File: src/rtl/store_buffer.sv
// store_buffer: posted-write buffer between the CPU load/store path and data memory.
// Stores queue in a circular FIFO and drain one per cycle when the shared port is free.
// Loads use the port combinationally and stall while they overlap a pending store.
// Optional feature macro: STORE_BUF_FWD_EN (exact-match store-to-load forwarding).
module store_buffer #(
  parameter int DEPTH  = 4,
  parameter int ADDR_W = 32
) (
  input  logic              clk,
  input  logic              rst,
  input  logic              st_valid,
  output logic              st_ready,
  input  logic [2:0]        st_op,
  input  logic [ADDR_W-1:0] st_addr,
  input  logic [31:0]       st_data,
  input  logic              ld_valid,
  input  logic [2:0]        ld_op,
  input  logic [ADDR_W-1:0] ld_addr,
  output logic              ld_stall,
  output logic [31:0]       ld_data,
  input  logic              drain_req,
  output logic              drained,
  output logic              mem_en,
  output logic              mem_wr_en,
  output logic [2:0]        mem_op,
  output logic [ADDR_W-1:0] mem_addr,
  output logic [31:0]       mem_wdata,
  input  logic [31:0]       mem_rdata
);

  localparam int PTR_W = $clog2(DEPTH);

  // Access size in bytes, widened so lo+size never wraps at the top of the address space.
  function automatic logic [ADDR_W:0] op_size(input logic [2:0] op);
    case (op[1:0])
      2'b01:   op_size = (ADDR_W+1)'(1);
      2'b10:   op_size = (ADDR_W+1)'(2);
      default: op_size = (ADDR_W+1)'(4);
    endcase
  endfunction

  logic [PTR_W-1:0] head_q, head_d, tail_q, tail_d;
  logic [PTR_W:0]   count_q, count_d;

  logic [2:0]        ent_op_q   [DEPTH];
  logic [ADDR_W-1:0] ent_addr_q [DEPTH];
  logic [31:0]       ent_data_q [DEPTH];

  logic [DEPTH-1:0]            ent_hit;
  logic [DEPTH-1:0][PTR_W-1:0] ent_age;
  logic [ADDR_W:0]             l_lo, l_hi;
  logic full, pending, hit, enq, drain, load, stall;

  assign full    = (count_q == (PTR_W+1)'(DEPTH));
  assign pending = !rst && (count_q != '0);
  assign l_lo    = {1'b0, ld_addr};
  assign l_hi    = l_lo + op_size(ld_op);

  // Per-entry age (distance from head) and load-overlap test on occupied slots.
  for (genvar gi = 0; gi < DEPTH; gi++) begin : g_ent
    logic [ADDR_W:0] s_lo, s_hi;
    assign ent_age[gi] = PTR_W'(gi) - head_q;
    assign s_lo        = {1'b0, ent_addr_q[gi]};
    assign s_hi        = s_lo + op_size(ent_op_q[gi]);
    assign ent_hit[gi] = ({1'b0, ent_age[gi]} < count_q) && (s_lo < l_hi) && (l_lo < s_hi);
  end

  // A store being reset away can never block a load.
  assign hit = !rst && (|ent_hit);

`ifdef STORE_BUF_FWD_EN
  function automatic logic [31:0] ld_extend(input logic [31:0] d, input logic [2:0] op);
    case (op)
      3'b001:  ld_extend = {{24{d[7]}}, d[7:0]};
      3'b010:  ld_extend = {{16{d[15]}}, d[15:0]};
      3'b101:  ld_extend = {24'b0, d[7:0]};
      3'b110:  ld_extend = {16'b0, d[15:0]};
      default: ld_extend = d;
    endcase
  endfunction

  logic             fwd_found, fwd_ok, fwd_use;
  logic [PTR_W-1:0] fwd_idx, fwd_age;
  logic [31:0]      fwd_data;

  // Select the youngest overlapping entry (largest age).
  always_comb begin
    fwd_found = 1'b0;
    fwd_idx   = '0;
    fwd_age   = '0;
    for (int i = 0; i < DEPTH; i++) begin
      if (ent_hit[i] && (!fwd_found || ent_age[i] > fwd_age)) begin
        fwd_found = 1'b1;
        fwd_idx   = PTR_W'(i);
        fwd_age   = ent_age[i];
      end
    end
  end

  assign fwd_ok   = fwd_found && (ent_addr_q[fwd_idx] == ld_addr) &&
                    (op_size(ent_op_q[fwd_idx]) == op_size(ld_op));
  assign fwd_data = ld_extend(ent_data_q[fwd_idx], ld_op);
`endif

  // Port arbitration: forced drain, then clean load, then hit-drain, then idle drain.
  always_comb begin
    drain = 1'b0;
    load  = 1'b0;
    stall = 1'b0;
`ifdef STORE_BUF_FWD_EN
    fwd_use = 1'b0;
`endif
    if (pending && (full || drain_req)) begin
      drain = 1'b1;
      stall = ld_valid;
    end else if (ld_valid && !hit) begin
      load = 1'b1;
    end else if (ld_valid && hit) begin
      drain = 1'b1;
`ifdef STORE_BUF_FWD_EN
      if (fwd_ok) fwd_use = 1'b1;
      else        stall   = 1'b1;
`else
      stall = 1'b1;
`endif
    end else if (!ld_valid && pending) begin
      drain = 1'b1;
    end
  end

  // Memory port and CPU-facing outputs.
  always_comb begin
    st_ready  = !full;
    drained   = (count_q == '0);
    ld_stall  = stall;
    mem_en    = drain || load;
    mem_wr_en = drain;
    mem_op    = drain ? ent_op_q[head_q]   : ld_op;
    mem_addr  = drain ? ent_addr_q[head_q] : ld_addr;
    mem_wdata = drain ? ent_data_q[head_q] : 32'b0;
`ifdef STORE_BUF_FWD_EN
    ld_data   = fwd_use ? fwd_data : mem_rdata;
`else
    ld_data   = mem_rdata;
`endif
  end

  // Pointer and occupancy next state; enqueue is blocked when full even if draining.
  always_comb begin
    enq     = st_valid && !full && !rst;
    head_d  = head_q + PTR_W'(drain);
    tail_d  = tail_q + PTR_W'(enq);
    count_d = count_q + (PTR_W+1)'(enq) - (PTR_W+1)'(drain);
  end

  // Pointer/count registers; reset discards every pending store.
  always_ff @(posedge clk) begin
    if (rst) begin
      head_q  <= '0;
      tail_q  <= '0;
      count_q <= '0;
    end else begin
      head_q  <= head_d;
      tail_q  <= tail_d;
      count_q <= count_d;
    end
  end

  // Entry storage written at the tail; contents need no reset.
  always_ff @(posedge clk) begin
    if (enq) begin
      ent_op_q[tail_q]   <= st_op;
      ent_addr_q[tail_q] <= st_addr;
      ent_data_q[tail_q] <= st_data;
    end
  end

endmodule

File: config.mk
export PLATFORM = sky130hd
export DESIGN_NAME = store_buffer
export DESIGN_NICKNAME = d
export VERILOG_FILES = /design/src/rtl/store_buffer.sv
export SDC_FILE = /design/constraint.sdc
export NUM_CORES = 1
export LEC_CHECK = 0
export CAP_MARGIN = 25
export CORE_MARGIN = 3
export CORE_UTILIZATION = 35
export DETAILED_ROUTE_END_ITERATION = 10
export GPL_TIMING_DRIVEN = 1
export HOLD_SLACK_MARGIN = 0.02
export SYNTH_ARGS = -nofsm -noshare
export SYNTH_HDL_FRONTEND = slang
export SYNTH_SLANG_ARGS = --single-unit
File: constraint.sdc
create_clock -name clk -period 5.5 [get_ports clk]
set_input_delay 0.55 -clock clk [delete_from_list [all_inputs] [get_ports clk]]
set_output_delay 0.55 -clock clk [all_outputs]
set_load 0.01 [all_outputs]
# After elaboration in Yosys (flattened, before gate mapping)
# Memory sizes are Yosys's and may differ from the RTL's. A register that Yosys moved wholly into a read port is not among the register bits.
# Index checks and enable logic that the tools add are counted.
[totals] ff_bits=7 latchBits=0 ramBits=268 mem_bits_ro=0 input_bits=139 output_inout_bits=104 word_cells=89 memories=3
[memory_table] memory="ent_addr_q" words=4 word_bits=32 rd=5 rd_ports_with_merged_regs=1 wr=1 line_no="46" text="logic [ADDR_W-1:0] ent_addr_q [DEPTH];"
[memory_table] memory="ent_data_q" words=4 word_bits=32 rd=1 rd_ports_with_merged_regs=1 wr=1 line_no="47" text="logic [31:0] ent_data_q [DEPTH];"
[memory_table] memory="ent_op_q" words=4 word_bits=3 rd=5 rd_ports_with_merged_regs=1 wr=1 line_no="45" text="logic [2:0] ent_op_q [DEPTH];"
[classes] add_sub_neg=13 multipliers=0 div=0 order_cmp=12 n_eq_ne=11 shift=0 mux=22 bitwise_logic=0 n_reduce_logical=25
[ops] op="$lt 32x33->1" count=8
[ops] op="$add 32x33->33" count=5
[ops] op="$mux 32" count=2
[ops] op="$pmux 3 s2" count=5
[ops] op="$logic_and 1x1->1" count=16
[ops] op="$lt 2x3->1" count=4
[ops] op="$mux 1" count=11
[ops] op="$eq 2x1->1 const B" count=5
[ops] op="$eq 2x2->1 const B" count=5
[ops] op="$mux 2" count=3
[ops] op="$add 2x1->2" count=2
[ops] op="$logic_not 1->1" count=4
[ops] op="$reduce_or 4->1" count=1
[ops] op="$sub 1x2->2 const A" count=2
[ops] op="$sub 2x2->2 const A" count=2
[ops] op="$add 3x1->3" count=1
[ops] op="$eq 3x3->1 const B" count=1
[ops] op="$logic_not 3->1" count=1
[ops] op="$mux 3" count=1
[ops] op="$reduce_bool 3->1" count=1
[ops] op="$sub 3x1->3" count=1
[ops] op="$logic_or 1x1->1" count=2

# Depth between registers and ports, before layout
[depth] depth_word=14 mapped_depth=29 ltp_nobuf=28

# Worst setup path after synthesis
# OpenSTA, ideal clock, no wires.
[synth_timing] kind="input port to flip-flop" startpoint="in rst" endpoint="mem ent_addr_q[0][0], enable pin" setup_ns=0.575 arrival_ns=5.452 slack_ns=-0.527 stages=3 n_path_buf=1 path_cell_list="clkbuf_1 -> nand3b_1 -> nor3_1"
[synth_via] elab_chain_len=4
[synth_rtl] element="start: declaration" line_no="10" text="input logic rst,"
[synth_rtl] element="$logic_not 1->1" line_no="150" text="enq = st_valid && !full && !rst;"
[synth_rtl] element="$logic_and 1x1->1" line_no="150"
[synth_rtl] element="$mux 1" line_no="171" text="if (enq) begin"
[synth_rtl] element="$mux 1 (implied by the code)" line_no="173" text="ent_addr_q[tail_q] <= st_addr;"
[synth_rtl] element="end: declaration" line_no="46"
# Every way passes these cells.

==> reports/results.txt <==
The run finished, with violations left. The checks that failed: negative setup slack. The clock insertion delay at the later pin of the skew report was 0.59 ns; the share of the core filled with cells in the final layout was 47.8%. The depth of the CTS H-tree was 1. IR analysis of the VDD net gives a maximum drop of 0.000357 V. The synthesized design contains 275 register bits. The tools report the number of warnings printed during yosys synthesis as 0. The run gives 20900 µm² as the cell area after synthesis.

The core footprint came out at 58400 µm². The number of remaining DRC errors came out at 0. The power density normalized to cell area was 322 nW/µm²; the starting density of the core was 35.8%.

The cell area after layout was 27900 µm²; the number of placed I/O pins was 243. For this run, the post-layout net count is 2781. Cell type of the slowest stage on the worst timing path: sky130_fd_sc_hd__a221o_1.

The post-route antenna net violation count was 0. Setup repair after global routing could not meet its margin everywhere. The element type at the critical path end was an output port. The most frequently used flop master after synthesis was sky130_fd_sc_hd__edfxtp_1. The detailed router finished its first iteration with 1531 violations. Cell with the most instances on the worst path: sky130_fd_sc_hd__buf_6. Source of the worst register-to-register timing path: ent_op_q[0][0]. For the total global-route track usage, the log shows 24.0%. The sequential cells in the finished layout cover a total of 8200 µm².

For this run, the register share of the synthesized area comes to 39.2%. After detailed placement, the total cell area comes to 25900 µm². In this run the most critical hold path is launched from st_data[7]. The final layout contains routed wiring with a total length of 77300 µm.

The logs give 5319 for the layout filler cell count and 275 for the clock sink count. Number of flops mapped to enable cells by yosys: 268. The number of antenna violations at the first check in global routing was 4.

The via count was 18152. In this design, the stage delay of the slowest critical-path cell is 0.44 ns. For the worst flop-to-flop path, the logic depth is 33. The kind of launch point of the worst setup path was a flip-flop. The via count of the first global-routing pass came out at 18344. Input and output buffers added on the ports amount to 178.

The final cycle utilization of the critical path was 117%. The congestion estimate from routability-driven global placement came to 0.925. The total nets after synthesis came out at 2285. From left edge to right edge, the die measures 250 µm. The number of cells on the worst hold path is 1. From synthesis to final layout, the design area changed by 33.5%. The number of setup violations in the final report is 74. Derived from the worst setup path, the maximum achievable clock frequency is 155 MHz.

The endpoint of the worst-slack reg-to-reg timing path is count_q[1]. At the pin with the least slew margin, the transition time is 1.22 ns. Detailed placement finished with a half-perimeter wire length of 58300 µm. The classification of the worst setup path is flip-flop to output port.

The tools report the combined area of the multi-input logic cells as 12700 µm². Wire length per cell: 24.5 µm. In the final layout, the share of cells above drive strength 1 is 29.7%. The class of the tightest hold or removal check was primary input to flip-flop.

The clock-pin slew on the worst setup and hold paths was 0.06 ns. After technology mapping, the gate count stands at 1863. The logs give 0 for the number of maximum-capacitance constraint violations and 4.95 ns for the required arrival time at the worst endpoint.

TritonCTS created 31 clock buffers. The run gives 69 as the largest net degree at the start of global routing. Fraction of synthesis flops using an asynchronous set or reset pin: 0%. The die covers 62600 µm². The worst-case clock buffer depth was 3. The worst hold path terminates at ent_data_q[3][7].

TritonCTS built the clock tree. The most critical setup path has its startpoint at ent_op_q[0][0]. The first global-routing pass estimated 115000 µm of wire.

For the final worst-path setup slack, the log shows -0.955 ns. The logs give 0 for the number of pins with negative max-slew slack in the final report and 72 for the number of different library cells in the post-synthesis netlist. The die outline height was 250 µm; the static power due to leakage was 10.9 nW. After floorplanning, the core was divided into 88 placement rows. The final hold violation count was 0.

On the final layout, the worst clock skew is 0.00784 ns. Along the worst path, the maximum fanout reaches 6. The average instance in the mapped netlist occupies 11.2 µm². For the number of detailed-route iterations in the first pass, the log shows 5.

For the setup slack of the worst register-to-register path, the log shows -0.77 ns. The clock root buffer was sky130_fd_sc_hd__clkbuf_16. The logs give 5.91 ns for the data arrival time of the critical path and 0 for the overall overflow remaining after global route.

Final critical delay including setup and external delays: 6.46 ns. Measured against its own limit, the worst slew margin works out to 18.5%. The via-per-instance ratio works out to 5.76.
-- layout make-up --
class | instances | share of cell area (%)
multi-input combinational | 1431 | 45.5
sequential | 275 | 29.4
timing repair buffer | 570 | 17.1
tap | 765 | 3.43
clock buffer | 32 | 2.80
clock inverter | 26 | 1.04
inverter | 50 | 0.682
antenna | 2 | 0.0179
-- flip-flops by register name (all words and copies together) (netlist names) --
register,cells
count_q,3
ent_addr_q,128
ent_data_q,128
ent_op_q,12
head_q,2
tail_q,2
-- synth_stat cells, types with 38 or more instances --
cell type / n / share of area [%]
sky130_fd_sc_hd__clkbuf_1: 46 / 0.83
sky130_fd_sc_hd__nand2b_1: 38 / 1.1
sky130_fd_sc_hd__nand2_1: 102 / 1.8
sky130_fd_sc_hd__inv_1: 50 / 0.90
sky130_fd_sc_hd__nand4_1: 79 / 2.4
sky130_fd_sc_hd__mux4_2: 67 / 7.2
sky130_fd_sc_hd__nand3_1: 94 / 2.3
sky130_fd_sc_hd__o21ai_0: 57 / 1.4
sky130_fd_sc_hd__edfxtp_1: 268 / 39
sky130_fd_sc_hd__a21oi_1: 133 / 3.2
sky130_fd_sc_hd__ha_1: 277 / 17
sky130_fd_sc_hd__o211ai_1: 44 / 1.6
sky130_fd_sc_hd__xor2_1: 80 / 3.4
sky130_fd_sc_hd__nor2_1: 67 / 1.2
sky130_fd_sc_hd__xnor2_1: 74 / 3.1
sky130_fd_sc_hd__and3_1: 38 / 1.1
-- per-stage QoR --
stage	power, W	setup TNS [ns]	setup WS [ns]	instances	hold WS, ns
after CTS	0.00883	-59.92	-0.890	3135	0.566
after global placement	0.00632	-133.98	-2.08	3057	0.616
after global routing	0.00940	-79.08	-1.16	3149	0.589
after detailed placement	0.00635	-134.59	-2.07	3057	0.634
after floorplan	0.00466	0	0.000112	1863	0.539
final	0.00898	-64.26	-0.955	3151	0.596
-- critical path: cells and delay by family (launching register included) --
| kind | cells | cell delay, ns |
|---|---|---|
| AOI/OAI and AO/OA | 10 | 2.09 |
| buffers and inverters | 9 | 1.25 |
| adders and majority gates | 4 | 0.92 |
| and+or+nand+nor | 4 | 0.46 |
| DFF | 1 | 0.40 |
| xor gates and xnor gates | 1 | 0.16 |
-- cell families (layout without fill, tap and decap cells) --
kind of cell	count (synthesis)	in the layout	share of synthesized area, %
AO/OA/AOI/OAI	379	379	11.9
XOR/XNOR	155	155	6.57
adder cells (fa/ha/maj)	284	284	17.2
buffers and inverters	157	678	3.65
flip-flops	275	275	39.2
multiplexers	68	68	7.27
other	0	2	0
AND/OR/NAND/NOR	545	545	14.2
-- repair_timing --
item | 4_1_cts | 5_1_grt
setup buffers | 16 | 15
resized for setup | 408 | 58
hold buffers | 0 | 0
gates cloned | 4 | 1
setup endpoints to repair | 74 | 74
pin swaps | 65 | 51
-- how the worst max path moves through the flow --
stage,to,slack (ns),cells past startpoint
final,mem_wdata[28],-0.96,28
after global routing,mem_wdata[26],-1.16,27
after CTS,mem_addr[2],-0.89,27
after detailed placement,mem_addr[19],-2.07,22
after global placement,mem_addr[19],-2.08,22
after floorplan,count_q[1],0.0001,27
-- cells in the final DEF (no fill, tap or decap), types with 11 or more instances in the layout --
cell type and n:
sky130_fd_sc_hd__buf_4 359, sky130_fd_sc_hd__edfxtp_1 268, sky130_fd_sc_hd__ha_1 267, sky130_fd_sc_hd__clkdlybuf4s50_1 104, sky130_fd_sc_hd__nand2_1 101, sky130_fd_sc_hd__a21oi_1 97
sky130_fd_sc_hd__nand3_1 90, sky130_fd_sc_hd__nand4_1 79, sky130_fd_sc_hd__xor2_1 77, sky130_fd_sc_hd__xnor2_1 72, sky130_fd_sc_hd__mux4_2 67, sky130_fd_sc_hd__nor2_1 58
sky130_fd_sc_hd__buf_2 56, sky130_fd_sc_hd__o21ai_0 52, sky130_fd_sc_hd__inv_1 46, sky130_fd_sc_hd__o211ai_1 44, sky130_fd_sc_hd__nand2b_1 38, sky130_fd_sc_hd__a221oi_1 36
sky130_fd_sc_hd__and3_1 35, sky130_fd_sc_hd__a21o_1 35, sky130_fd_sc_hd__nor3b_1 32, sky130_fd_sc_hd__clkbuf_16 32, sky130_fd_sc_hd__buf_6 29, sky130_fd_sc_hd__a21oi_2 23
sky130_fd_sc_hd__nor3_1 22, sky130_fd_sc_hd__nor2b_1 16, sky130_fd_sc_hd__a21oi_4 13, sky130_fd_sc_hd__and4_1 12, sky130_fd_sc_hd__a211oi_1 11, sky130_fd_sc_hd__buf_12 11
-- routing by layer --
| metal | up-vias | global-route usage, % | part of all wire (%) |
|---|---|---|---|
| met1 | 8936 | 32.3 | 42 |
| li1 | 8243 | - | - |
| met3 | 200 | 4.95 | 8.7 |
| met5 | - | 0 | 0.017 |
| met2 | 771 | 37.9 | 45 |
| met4 | 2 | 9.25 | 4.2 |
-- where the power goes --
part | leakage [nW] | internal [W] | switching, W
sequential | 2.49 | 0.00241 | 0.0000840
clock | 0.523 | 0.00131 | 0.000871
combinational | 7.85 | 0.00187 | 0.00244
(Power assumes the default switching activity.)
